### src/rtl/rpi_word_assembler_pkg.sv
// Shared types and constants for the Raspberry Pi GPIO word assembler.
package rpi_word_assembler_pkg;

    localparam int BYTE_W             = 8;
    localparam int DEFAULT_WORD_BYTES = 8;
    localparam int CLK_HZ             = 100_000_000;

    // A partial word is abandoned after 1 ms without a new byte.
    localparam int DEFAULT_TIMEOUT_CYCLES = CLK_HZ / 1000;

    typedef enum logic [1:0] {
        ST_IDLE   = 2'd0,
        ST_RECV   = 2'd1,
        ST_COMMIT = 2'd2
    } state_t;

endpackage

### src/rtl/rpi_word_assembler_if.sv
// Bus between the Raspberry Pi side and the word assembler, including the
// assembled-word outputs handed to the matrix stage.
interface rpi_word_assembler_if #(
    parameter int WORD_BYTES = rpi_word_assembler_pkg::DEFAULT_WORD_BYTES
);

    logic [rpi_word_assembler_pkg::BYTE_W-1:0]            rpi_data;
    logic                                                 rpi_strobe;
    logic                                                 rpi_frame;
    logic                                                 rpi_ack;
    logic [rpi_word_assembler_pkg::BYTE_W*WORD_BYTES-1:0] word_out;
    logic                                                 write_strobe;
    logic [2:0]                                           byte_count;
    logic                                                 timeout_err;

    // The Pi / environment side drives the GPIO pins and observes the results.
    modport master (
        output rpi_data, rpi_strobe, rpi_frame,
        input  rpi_ack, word_out, write_strobe, byte_count, timeout_err
    );

    // The assembler consumes the GPIO pins and produces the word outputs.
    modport slave (
        input  rpi_data, rpi_strobe, rpi_frame,
        output rpi_ack, word_out, write_strobe, byte_count, timeout_err
    );

endinterface

### src/rtl/rpi_word_assembler_sync_edge.sv
// Multi-flop synchroniser for one asynchronous control pin, with a
// rising-edge pulse derived from the synchronised level.
module rpi_word_assembler_sync_edge #(
    parameter int STAGES = 2
) (
    input  logic clk,
    input  logic reset,
    input  logic async_in,
    output logic sync_out,
    output logic rise
);

    logic [STAGES-1:0] chain;
    logic              delayed;
    logic [STAGES:0]   primed;

    // Synchroniser chain plus the one-cycle-late copy for edge detection; primed
    // fills with ones after reset so edges are reported only once both chain
    // and delayed copy hold real pin samples (a pin held high through reset is
    // then not mistaken for a fresh edge).
    always_ff @(posedge clk) begin
        if (reset) begin
            chain   <= '0;
            delayed <= 1'b0;
            primed  <= '0;
        end else begin
            chain   <= {chain[STAGES-2:0], async_in};
            delayed <= chain[STAGES-1];
            primed  <= {primed[STAGES-1:0], 1'b1};
        end
    end

    assign sync_out = chain[STAGES-1];
    assign rise     = sync_out & ~delayed & primed[STAGES];

endmodule

### src/rtl/rpi_word_assembler.sv
// Collects bytes strobed in from the Raspberry Pi GPIO bus into a word and
// hands each finished word to the output matrix stage with a write pulse.
module rpi_word_assembler
    import rpi_word_assembler_pkg::*;
#(
    parameter int SYNC_STAGES    = 2,
    parameter int WORD_BYTES     = DEFAULT_WORD_BYTES,
    parameter int TIMEOUT_CYCLES = DEFAULT_TIMEOUT_CYCLES
) (
    input  logic                 clk_100mhz,
    input  logic                 reset,
    rpi_word_assembler_if.slave  bus
);

    localparam int               WORD_W     = BYTE_W * WORD_BYTES;
    localparam int               CNT_W      = $clog2(TIMEOUT_CYCLES + 1);
    localparam logic [2:0]       LAST_SLOT  = 3'(WORD_BYTES - 1);
    localparam logic [CNT_W-1:0] IDLE_LIMIT = CNT_W'(TIMEOUT_CYCLES - 1);

    state_t                             state;
    state_t                             next_state;
    logic                               strobe_rise;
    logic                               sync_frame;
    logic                               unused_strobe_level;
    logic                               unused_frame_rise;
    logic [SYNC_STAGES-1:0][BYTE_W-1:0] data_sync;
    logic [BYTE_W-1:0]                  sync_data;
    logic [WORD_W-1:0]                  assembled;
    logic [WORD_W-1:0]                  word_reg;
    logic [CNT_W-1:0]                   idle_count;
    logic [2:0]                         byte_count;
    logic                               ack;
    logic                               write_strobe;
    logic                               timeout_err;
    logic                               capture;
    logic                               commit;
    logic                               timeout_hit;

    rpi_word_assembler_sync_edge #(.STAGES(SYNC_STAGES)) strobe_sync (
        .clk      (clk_100mhz),
        .reset    (reset),
        .async_in (bus.rpi_strobe),
        .sync_out (unused_strobe_level),
        .rise     (strobe_rise)
    );

    rpi_word_assembler_sync_edge #(.STAGES(SYNC_STAGES)) frame_sync (
        .clk      (clk_100mhz),
        .reset    (reset),
        .async_in (bus.rpi_frame),
        .sync_out (sync_frame),
        .rise     (unused_frame_rise)
    );

    // Data goes through the same depth as the strobe so the rise cycle sees the matching byte.
    always_ff @(posedge clk_100mhz) begin
        if (reset) begin
            data_sync <= '0;
        end else begin
            data_sync <= {data_sync[SYNC_STAGES-2:0], bus.rpi_data};
        end
    end

    assign sync_data = data_sync[SYNC_STAGES-1];

    // FSM state register.
    always_ff @(posedge clk_100mhz) begin
        if (reset) begin
            state <= ST_IDLE;
        end else begin
            state <= next_state;
        end
    end

    // Next state and datapath controls; frame loss beats a rise, a rise beats the timeout.
    always_comb begin
        next_state  = state;
        capture     = 1'b0;
        commit      = 1'b0;
        timeout_hit = 1'b0;
        case (state)
            ST_IDLE: begin
                if (strobe_rise && sync_frame) begin
                    capture    = 1'b1;
                    next_state = ST_RECV;
                end
            end
            ST_RECV: begin
                if (!sync_frame) begin
                    next_state = ST_IDLE;
                end else if (strobe_rise) begin
                    capture = 1'b1;
                    if (byte_count == LAST_SLOT) begin
                        next_state = ST_COMMIT;
                    end
                end else if (idle_count == IDLE_LIMIT) begin
                    timeout_hit = 1'b1;
                    next_state  = ST_IDLE;
                end
            end
            ST_COMMIT: begin
                commit     = 1'b1;
                next_state = ST_IDLE;
            end
            default: begin
                next_state = ST_IDLE;
            end
        endcase
    end

    // Byte slots, published word, ack toggle, byte counter, idle counter and the two pulses.
    always_ff @(posedge clk_100mhz) begin
        if (reset) begin
            assembled    <= '0;
            word_reg     <= '0;
            write_strobe <= 1'b0;
            timeout_err  <= 1'b0;
            ack          <= 1'b0;
            byte_count   <= '0;
            idle_count   <= '0;
        end else begin
            write_strobe <= commit;
            timeout_err  <= timeout_hit;
            if (capture) begin
                assembled[BYTE_W*int'(byte_count) +: BYTE_W] <= sync_data;
                ack <= ~ack;
            end
            if (commit) begin
                word_reg <= assembled;
            end
            if (next_state != ST_RECV) begin
                byte_count <= '0;
            end else if (capture) begin
                byte_count <= byte_count + 3'd1;
            end
            if (state != ST_RECV || strobe_rise) begin
                idle_count <= '0;
            end else begin
                idle_count <= idle_count + CNT_W'(1);
            end
        end
    end

    assign bus.rpi_ack      = ack;
    assign bus.word_out     = word_reg;
    assign bus.write_strobe = write_strobe;
    assign bus.byte_count   = byte_count;
    assign bus.timeout_err  = timeout_err;

endmodule
### src/flat_wrapper.sv
// flat-port wrapper written by rule: the top's interface ports become plain ports
module rpi_word_assembler_flat import rpi_word_assembler_pkg::*;
#(
    parameter int SYNC_STAGES    = 2,
    parameter int WORD_BYTES     = DEFAULT_WORD_BYTES,
    parameter int TIMEOUT_CYCLES = DEFAULT_TIMEOUT_CYCLES
)
  (clk_100mhz, reset, bus_rpi_data, bus_rpi_strobe, bus_rpi_frame, bus_rpi_ack, bus_word_out, bus_write_strobe, bus_byte_count, bus_timeout_err);
  rpi_word_assembler_if #(.WORD_BYTES(WORD_BYTES)) bus_i ();
  input  logic clk_100mhz;
  input  logic reset;
  input wire logic [$bits(bus_i.rpi_data)-1:0] bus_rpi_data;
  input wire logic [$bits(bus_i.rpi_strobe)-1:0] bus_rpi_strobe;
  input wire logic [$bits(bus_i.rpi_frame)-1:0] bus_rpi_frame;
  output wire logic [$bits(bus_i.rpi_ack)-1:0] bus_rpi_ack;
  output wire logic [$bits(bus_i.word_out)-1:0] bus_word_out;
  output wire logic [$bits(bus_i.write_strobe)-1:0] bus_write_strobe;
  output wire logic [$bits(bus_i.byte_count)-1:0] bus_byte_count;
  output wire logic [$bits(bus_i.timeout_err)-1:0] bus_timeout_err;
  assign bus_i.rpi_data = bus_rpi_data;
  assign bus_i.rpi_strobe = bus_rpi_strobe;
  assign bus_i.rpi_frame = bus_rpi_frame;
  assign bus_rpi_ack = bus_i.rpi_ack;
  assign bus_word_out = bus_i.word_out;
  assign bus_write_strobe = bus_i.write_strobe;
  assign bus_byte_count = bus_i.byte_count;
  assign bus_timeout_err = bus_i.timeout_err;
  rpi_word_assembler #(.SYNC_STAGES(SYNC_STAGES), .WORD_BYTES(WORD_BYTES), .TIMEOUT_CYCLES(TIMEOUT_CYCLES)) u_core (.clk_100mhz(clk_100mhz), .reset(reset), .bus(bus_i));
endmodule
### config.mk
export PLATFORM = sky130hd
export DESIGN_NAME = rpi_word_assembler_flat
export DESIGN_NICKNAME = d
export VERILOG_FILES = /design/src/rtl/rpi_word_assembler_pkg.sv /design/src/rtl/rpi_word_assembler_if.sv /design/src/rtl/rpi_word_assembler_sync_edge.sv /design/src/rtl/rpi_word_assembler.sv /design/src/flat_wrapper.sv
export SDC_FILE = /design/constraint.sdc
export NUM_CORES = 1
export LEC_CHECK = 0
export ABC_AREA = 0
export CAP_MARGIN = 15
export CORE_ASPECT_RATIO = 1.2
export CORE_MARGIN = 4
export CORE_UTILIZATION = 25
export DETAILED_ROUTE_END_ITERATION = 10
export PLACE_DENSITY = 0.46
export SLEW_MARGIN = 20
export SYNTH_ARGS = -nofsm -noshare
export SYNTH_HDL_FRONTEND = slang
export SYNTH_SLANG_ARGS = --single-unit
### constraint.sdc
create_clock -name clk_100mhz -period 7 [get_ports clk_100mhz]
set_input_delay 1.05 -clock clk_100mhz [delete_from_list [all_inputs] [get_ports clk_100mhz]]
set_output_delay 1.05 -clock clk_100mhz [all_outputs]
set_load 0.005 [all_outputs]
Word level (Yosys, flattened, before mapping) --
Cells that the tools add are included.
Storage, ports and cells: register bits 177, latch bits 0, memory bits (writable) 0, ROM bits 0, bits of input ports 12, output and inout bits 70, logic and storage cells 52, memories 0
Operators by class: $add $sub $neg 3, $mul 0, div/mod/pow operators 0, $lt $le $gt $ge 0, eq/ne operators 6, shift-type cells 2, multiplexer cells 14, bitwise operators 6, reductions and logical operators 6
Operators with widths (count):
- 64-bit bitwise mux | 1
- 8-bit by 33-bit variable shift with 64-bit output, first input constant | 1
- 8-bit by 33-bit indexed part select with 64-bit output | 1
- 6-bit negator with 33-bit output | 1
- 17-bit by 1-bit adder with 17-bit output, second input constant | 1
- 17-bit == test, second input constant | 1
- 2-bit 2-to-1 mux | 5
- 1-bit 2-to-1 mux | 6
- 2-bit by 1-bit inequality test with 1-bit output, second input constant | 2
- 1-bit inverter | 4
- 2-bit case mux with 2 select lines | 1
- 2-bit OR reduction | 2
- 4-bit OR reduction | 1
- 3-bit by 1-bit adder with 3-bit output, second input constant | 1
- 3-bit == test, second input constant | 1
- 1-bit AND | 2
- 2-bit by 1-bit == test with 1-bit output, second input constant | 1
- 2-bit == test, second input constant | 1
- 2-bit zero test | 1
- 1-bit case mux with 2 select lines | 1
- 1-bit logical AND | 1
- 1-bit logical OR | 1

Logic depth before layout (Yosys ltp) --
Gate-level depths: netlist of run 1.
depth in word-level cells 8, depth in mapped cells 10, gate-level depth less buffers 7

Cells and area by module --
From an unflattened synthesis of run 1, not the netlist that was laid out.
Unflattened totals: cells, all modules 750, area, all modules 6805.3 µm²
By module, submodules not included:
- rpi_word_assembler | times used 1, cells each 724, area each 6477.5 µm²
- rpi_word_assembler_sync_edge | times used 2, cells each 13, area each 163.9 µm²

Least setup slack after synthesis of run 1 --
OpenSTA, ideal clock, no wires.
path type register to register, from register u_core.byte_count[0], in the netlist u_core.bus.byte_count[0], to register u_core.assembled[40], arrival 2.234 ns, data required time 6.872 ns, path slack 4.639 ns, stages on the path, launching flop included 10, buffers on the path 2, cell sequence dfxtp_1 buf_4 inv_1 ha_1 ha_1 or3b_4 or4_1 buf_2 mux2i_1 nor2_1
On the way: cells in the longest elaborated chain, start to end 3, elaborated cells on any way between the ends 4, those cells by class 1 x add/sub; 2 x shift; 1 x mux
Ends and longest elaborated chain:
- start, declared | RTL line rpi_word_assembler.sv:31 | logic [2:0] byte_count;
- start signal, assigned | RTL line rpi_word_assembler.sv:134 | byte_count <= byte_count + 3'd1;
- 6-bit negator with 33-bit output (*) | RTL line rpi_word_assembler.sv:125 | assembled[BYTE_W*int'(byte_count) +: BYTE_W] <= sync_data;
- 8-bit by 33-bit indexed part select with 64-bit output / 8-bit by 33-bit variable shift with 64-bit output (equally long branches) | RTL line rpi_word_assembler.sv:125
- 64-bit bitwise mux (*) | RTL line rpi_word_assembler.sv:125
- end signal, assigned by index | RTL line rpi_word_assembler.sv:125
- end, declared | RTL line rpi_word_assembler.sv:28 | logic [WORD_W-1:0] assembled;
Every way passes the cells marked *; elsewhere a longest branch is shown, timed or not. A chain may end at the register's enable or synchronous reset.

Worst setup path in the final report of run 1 --
from register u_core.byte_count[0], in the netlist u_core.bus.byte_count[0], to register u_core.assembled[44]
Same word-level chain as after synthesis.

==> summary.log, run 1 <==
[detailed_routing] Via density 4.565
[synthesis] Synth top cells by count 177 x dfxtp_1, 139 x nand2_1, 103 x a21oi_1, 48 x nor2_1, 36 x o21ai_0
[detailed_routing] count of unresolved DRC violations after routing 0
[sta] Final Skew 15.95 ps
[place] cell area reported after detailed placement 0.007596 mm^2
[detailed_routing] met2 routed wirelength 8075 um
[setup_path] capturing element type of the critical path register
[die] IO Pins 82
[synthesis] library cell occupying the most area in the post-synthesis netlist dfxtp_1
[clocking] CTS tree yes
[clocking] number of gates resized after cts 0
[final_layout] proportion of layout cells with a drive suffix above 1 5.590%
[synthesis] number of enable-type register cells in the synthesized netlist 0
[sta] clock period minus final worst setup slack 2845 ps
[synthesis] Post-Synthesis Cells 740
[synthesis] synthesis-stage register bit count 177
[sta] maximum operating frequency 0.3515 GHz
[detailed_routing] highest metal layer with signal wires met4
[detailed_routing] first-pass iteration count of the detailed router 4
[global_routing] Overflow after GRT 0
[global_routing] combined global-route utilization of all metal layers 11.86%
[clocking] number of buffers added by the clock tree synthesis step 17
[sta] number of failing setup endpoints in the final timing report 0
[power] total power 0.002033 W
[detailed_routing] final wirelength 16960 um
[die] Std-Cell Rows 64
[setup_path] termination of the worst setup path u_core.assembled[44]
[synthesis] synthesized area per cell 8.833 um^2
[sta] Fin. Hold Viols 0
[synthesis] most used standard cell by instance count after synthesis dfxtp_1
[sta] Post-Route Setup TNS 0 ps
[sta] Period Utilization, post-route 40.64%
[min_path] instance count along the most critical hold path 1
[synthesis] total of warnings raised by yosys 0
[final_layout] synth-to-layout area growth 25.59%
[sta] worst slew margin relative to its limit 31.13%
[setup_path] CP Data Arrival Time 3120 ps
[min_path] min-delay worst type reg -> reg
[setup_path] count of cells along the worst register-to-register path 7
[sta] transition time of the tightest slew-check pin 1027 ps
[detailed_routing] vias 5181
[synthesis] share of the synthesized area in the top cell type 54.21%
[die] Horiz. Die Dim 155.6 um
[synthesis] biggest area contributors in the synthesized netlist dfxtp_1 54%, nand2_1 8.0%, a21oi_1 7.9%, mux2i_1 4.9%, nand4_1 3.2%
[place] Placer Congestion 0.7610
[clocking] Max H-tree Level 4
[detailed_routing] wire length on met3 570 um
[power] power per cell area 247.7 mW/mm^2
[place] cell total after placement 1104
[synthesis] part of the Yosys area used for sequential elements 54.21%
[clocking] clock latency reported for the late side of the worst-skew pair 430 ps
[synthesis] proportion of register bits with asynchronous set or reset after synthesis 0%
[clocking] deepest clock path buffer count 2
[setup_path] setup slack, reg-to-reg 4150 ps
[sta] RSZ-0062 raised after global routing false
[place] number of buffers inserted by port buffering 81
[synthesis] most frequently used flop master after synthesis dfxtp_1
[place] half-perimeter wire length after placement 11020 um
[die] Die Ht 185.1 um
[clocking] buffers inserted by post-CTS timing repair 0
[setup_path] Critical Path Source Type register
[synthesis] Synthesized Nets 757
[clocking] hold buffers post-CTS 0
[power] standby leakage power 2.734 nW
[final_layout] fin nets 810
[power] maximum ir drop on the vdd rail 0.0001149 V
[detailed_routing] DR WL/cell 14.94 um
[global_routing] vias in the first global route 4905
[detailed_routing] routed metal-1 wirelength 7983 um
[synthesis] Mapped Area 0.006536 mm^2
[die] overall die area 0.02881 mm^2
[setup_path] beginning of the worst register-to-register path u_core.bus.byte_count[0]
[die] Std-Cell Core Area 0.02562 mm^2
[setup_path] Setup CP Type reg -> reg
[run_status] result of the run finished clean
[detailed_routing] number of DRC markers after the initial detailed-route iteration 271
[detailed_routing] number of antenna-violating nets in the routed design 0
[global_routing] maximum number of pins on one net before global-route repair 94
[setup_path] Data required, critical path 7280 ps
[global_routing] number of antenna violations at the first check in global routing 0
[final_layout] number of standard cells in the layout, taps in and fillers out 1135
[sta] max-slew violation count 0
[job] max_cap viols 0
[final_layout] design area 0.008209 mm^2
[final_layout] ant diodes 0
[setup_path] crit path launch u_core.bus.byte_count[0]
[synthesis] count of different cell masters after synthesis 40
[setup_path] Crit Reg-Reg Endpoint u_core.assembled[44]
[clocking] clock tree root driver cell clkbuf_16
[die] starting density of the core 25.51%
[clocking] register clock-pin slew on the reported worst setup and hold paths 70 ps
[setup_path] maximum fanout along the worst path 12
[global_routing] global-route wire length before repair 27020 um
[clocking] number of sinks on the clock net 177
-- through the flow --
step | hold WS [ps] | setup WS (ps) | util, %
6_report | 435.7 | 4155 | 32.04
3_3_place_gp | 417.5 | 4183 | 29.64
2_1_floorplan | 412.9 | 4639 | -
3_5_place_dp | 423.1 | 4184 | 29.64
5_1_grt | 455.4 | 3983 | 32.04
4_1_cts | 438.9 | 4176 | 32.01
-- cells by family after synthesis --
group | after synthesis | synth area share (%)
AND/OR/NAND/NOR | 312 | 23.53
flip-flops | 177 | 54.21
AO/OA/AOI/OAI | 145 | 11.39
buffers and inverters | 58 | 3.541
multiplexers | 32 | 4.901
XOR/XNOR | 11 | 1.474
adder cells (fa/ha/maj) | 5 | 0.9571
-- cell type report --
type	count	area (um^2)
flip-flops and latches	177	3543
fillers	2720	17420
clock buffers	18	429.2
well taps	330	412.9
multi-input cells	505	2778
clock inverters	13	177.7
repair buffers	86	845.8
inverters	6	22.52
-- power by group --
group          internal [W]  leakage [nW]  switching [W]
registers           0.00101          1.43     0.00000517
logic            0.00000975          1.01      0.0000182
clock network      0.000570         0.296       0.000417
total               0.00159          2.73       0.000440
-- state kept, by name, summed over array words and instances (netlist names) --
name                        cells
u_core.bus.word_out            64
u_core.bus.rpi_ack              1
u_core.bus.write_strobe         1
u_core.data_sync                8
u_core.frame_sync.chain         2
u_core.sync_data                8
u_core.idle_count              17
u_core.bus.timeout_err          1
u_core.assembled               64
u_core.strobe_sync.delayed      1
u_core.strobe_sync.primed       3
u_core.state                    2
u_core.bus.byte_count           3
u_core.strobe_sync.chain        2
-- worst min-delay path by stage --
stage | from | end | slack [ps]
2_1_floorplan | u_core.idle_count[0] | u_core.idle_count[0] | 410
3_3_place_gp | u_core.strobe_sync.primed[0] | u_core.strobe_sync.primed[1] | 420
3_5_place_dp | u_core.data_sync[0] | u_core.sync_data[0] | 420
4_1_cts | u_core.strobe_sync.primed[0] | u_core.strobe_sync.primed[1] | 440
5_1_grt | u_core.strobe_sync.chain[0] | u_core.strobe_sync.chain[1] | 460
6_report | u_core.strobe_sync.primed[0] | u_core.strobe_sync.primed[1] | 440
-- cells in the final DEF (no fill, tap or decap), drive strengths merged, types with 5 or more instances in the layout --
cell type	count
a21oi	103
dfxtp	177
mux2i	32
and2	11
xor2	9
ha	5
nor2	48
nand3	16
nor2b	26
nand2	139
inv	12
buf	6
o21ai	36
clkdlybuf4s50	80
or4	7
clkbuf	18
nand4	33
-- critical path: stages, from the launching register on --
cell     delay (ps)
dfxtp_1         550
inv_1           130
ha_1            220
ha_1            380
or3b_4          420
or4_1           690
mux2i_1         240
nor2_1           50
-- per-layer routing --
| metal | track usage (%) | vias up |
|---|---|---|
| li1 | - | 2638 |
| met1 | 15.66 | 2425 |
| met4 | 4.343 | 0 |
| met3 | 2.244 | 20 |
| met5 | 0 | - |
| met2 | 19.36 | 98 |
Note: power is estimated with default switching activity, not from simulation.
==> run 2, diff against run 1 <==
--- a/config.mk
+++ b/config.mk
@@ -11,7 +11,7 @@
 export CORE_MARGIN = 4
 export CORE_UTILIZATION = 25
 export DETAILED_ROUTE_END_ITERATION = 10
-export PLACE_DENSITY = 0.46
+export PLACE_DENSITY = 0.48
 export SLEW_MARGIN = 20
 export SYNTH_ARGS = -nofsm -noshare
 export SYNTH_HDL_FRONTEND = slang
==> constraint.sdc (replaced) <==
create_clock -name clk_100mhz -period 2.3 [get_ports clk_100mhz]
set_input_delay 0.345 -clock clk_100mhz [delete_from_list [all_inputs] [get_ports clk_100mhz]]
set_output_delay 0.345 -clock clk_100mhz [all_outputs]
set_load 0.005 [all_outputs]
==> run 2 against run 1 <==
Combinational power grew to 3.2 times the previous value. Global-route usage is 0.16 points lower. Die area unchanged. Largest cell class unchanged.
==> summary.log, run 2 (synthesis gave the netlist of run 1 again) <==
[run_status] result of the run finished clean
[power] switching power as a share of total power 20.48%
[detailed_routing] count of unresolved DRC violations after routing 0
[detailed_routing] first-pass iteration count of the detailed router 6
[final_layout] combined area of the multi-input logic cells 0.002791 mm^2
[place] half-perimeter wire length after placement 11510 um
[min_path] min-delay worst type in -> reg
[setup_path] Buf/Inv on CP 2
[setup_path] CP Data Arrival Time 2480 ps
[detailed_routing] DR WL/cell 14.67 um
[final_layout] fin nets 828
[power] sequential share of power 51.0%
[clocking] clock latency reported for the late side of the worst-skew pair 430 ps
[setup_path] slowest stage cell on the critical path or4_4
[clocking] number of buffers added by the clock tree synthesis step 17
[global_routing] number of antenna violations at the first check in global routing 0
[die] IO Pins 82
[power] share of power burned in combinational logic 1.4%
[final_layout] proportion of layout cells with a drive suffix above 1 7.552%
[power] net switching power of the design 0.001246 W
[die] Std-Cell Rows 64
[global_routing] combined global-route utilization of all metal layers 11.70%
[clocking] buffers inserted by post-CTS timing repair 0
[clocking] clock tree root driver cell clkbuf_16
[power] power share of the clock group 47.6%
[place] number of buffers inserted by port buffering 81
[clocking] Max H-tree Level 4
[detailed_routing] number of antenna-violating nets in the routed design 0
[final_layout] synth-to-layout area growth 27.55%
[sta] maximum operating frequency 0.4556 GHz
[die] Die Ht 185.1 um
[sta] Post-Route Setup TNS 0 ps
[final_layout] most frequent cells in the layout 177 x dfxtp_1, 139 x nand2_1, 103 x a21oi_1
[sta] clock period minus final worst setup slack 2195 ps
[setup_path] Setup CP Type reg -> reg
[global_routing] global-route wire length before repair 26360 um
[sta] Period Utilization, post-route 95.43%
[sta] Final Skew 7.715 ps
[clocking] hold buffers post-CTS 0
[detailed_routing] number of DRC markers after the initial detailed-route iteration 283
[detailed_routing] final wirelength 16890 um
[final_layout] ant diodes 0
[detailed_routing] vias 5160
[job] max_cap viols 0
[power] standby leakage power 2.810 nW
[setup_path] cell family with most CP delay simple AND/OR/NAND/NOR gates
[sta] Fin. Hold Viols 0
[setup_path] cells traversed along the worst timing path inv_1 > ha_1 > ha_4 > or3b_4 > or4_4 > buf_6 > mux2i_1 > nor2_1
[setup_path] Critical Path Source Type register
[sta] max-slew violation count 0
[global_routing] Overflow after GRT 0
[clocking] number of sinks on the clock net 177
[final_layout] area used by sequential logic in the layout 0.003543 mm^2
[sta] RSZ-0062 raised after global routing false
[global_routing] maximum number of pins on one net before global-route repair 80
[sta] worst slew margin relative to its limit 45.71%
[sta] transition time of the tightest slew-check pin 814.3 ps
[die] Std-Cell Core Area 0.02562 mm^2
[setup_path] delay of the slowest cell on the worst path 430 ps
[final_layout] most common library cell in the layout ignoring fill and taps dfxtp_1
[die] starting density of the core 25.51%
[place] cell total after placement 1122
[sta] number of failing setup endpoints in the final timing report 0
[power] power per cell area 729.7 mW/mm^2
[clocking] deepest clock path buffer count 2
[power] total internal power 0.004838 W
[final_layout] Filler cells 2709
[detailed_routing] Via density 4.483
[setup_path] Data required, critical path 2590 ps
[power] maximum ir drop on the vdd rail 0.0004472 V
[clocking] CTS tree yes
[clocking] register clock-pin slew on the reported worst setup and hold paths 60 ps
[place] Placer Congestion 0.7795
[setup_path] maximum fanout along the worst path 8
[final_layout] number of standard cells in the layout, taps in and fillers out 1151
[die] Horiz. Die Dim 155.6 um
[die] overall die area 0.02881 mm^2
[global_routing] vias in the first global route 4838
[setup_path] capturing element type of the critical path register
run 2: cell types whose count changed in the layout (fill, tap and decap cells not counted), sizes merged:
| cell | previous run | this run |
|---|---|---|
| clkinv | 3 | 2 |
| buf | 6 | 24 |
| clkbuf | 18 | 20 |
| inv | 12 | 7 |
| clkinvlp | 1 | 3 |
run 2: final timing paths:
check / slack (ps) / start / to / cells after the start
setup / recovery: 110 / u_core.bus.byte_count[0] / u_core.assembled[42] / 8
hold / removal: 300 / reset / u_core.state[0] / 3
setup reg to reg: 110 / u_core.bus.byte_count[0] / u_core.assembled[42] / 8
hold reg to reg: 440 / u_core.strobe_sync.primed[1] / u_core.strobe_sync.primed[2] / 1
run 2: repair_timing:
item,4_1_cts,5_1_grt
endpoints found under the setup margin,0,9
hold endpoints to repair,0,0
resized for setup,0,3
run 2: metal layers:
layer	vias to the layer above	GRT usage (%)	share of wire (%)
met4	0	5.254	2.7
met3	31	2.430	4.2
li1	2667	-	-
met2	100	19.19	47
met5	-	0	0
met1	2362	14.84	46
run 2: per-stage QoR:
stage	worst slack (ps)	hold slack [ps]	power [W]	utilization, %	area (um^2)
final	105.2	295.3	0.006083	32.53	8337
after global routing	2.010	310.3	0.006304	32.53	8337
after CTS	66.23	274.9	0.006190	32.49	8325
after detailed placement	78.55	420.4	0.003259	30.22	7744
after global placement	107.9	420.0	0.003259	30.22	7744
after floorplan	41.81	412.9	0.003217	-	6551
run 2: area by class of cell:
type,instances,area share [%]
Inverter,6,0.2701
Timing Repair Buffer,104,11.81
Clock buffer,20,5.358
Clock inverter,9,1.621
Tap cell,330,4.953
Multi-Input combinational cell,505,33.48
Sequential cell,177,42.50
run 2: worst reg2reg max path: stages, from the launching register on:
cell     delay, ps
dfxtp_1        320
inv_1           60
ha_1           220
ha_4           250
or3b_4         400
or4_4          430
buf_6          160
mux2i_1        160
nor2_1          50
run 2: power groups by stage:
| stage | Sequential (W) | Clock [W] | Combinational (W) |
|---|---|---|---|
| 2_1_floorplan | 0.00316 | 0 | 0.0000570 |
| 3_3_place_gp | 0.00317 | 0 | 0.0000901 |
| 3_5_place_dp | 0.00317 | 0 | 0.0000896 |
| 4_1_cts | 0.00310 | 0.00300 | 0.0000898 |
| 5_1_grt | 0.00310 | 0.00311 | 0.0000970 |
| 6_report | 0.00310 | 0.00289 | 0.0000879 |
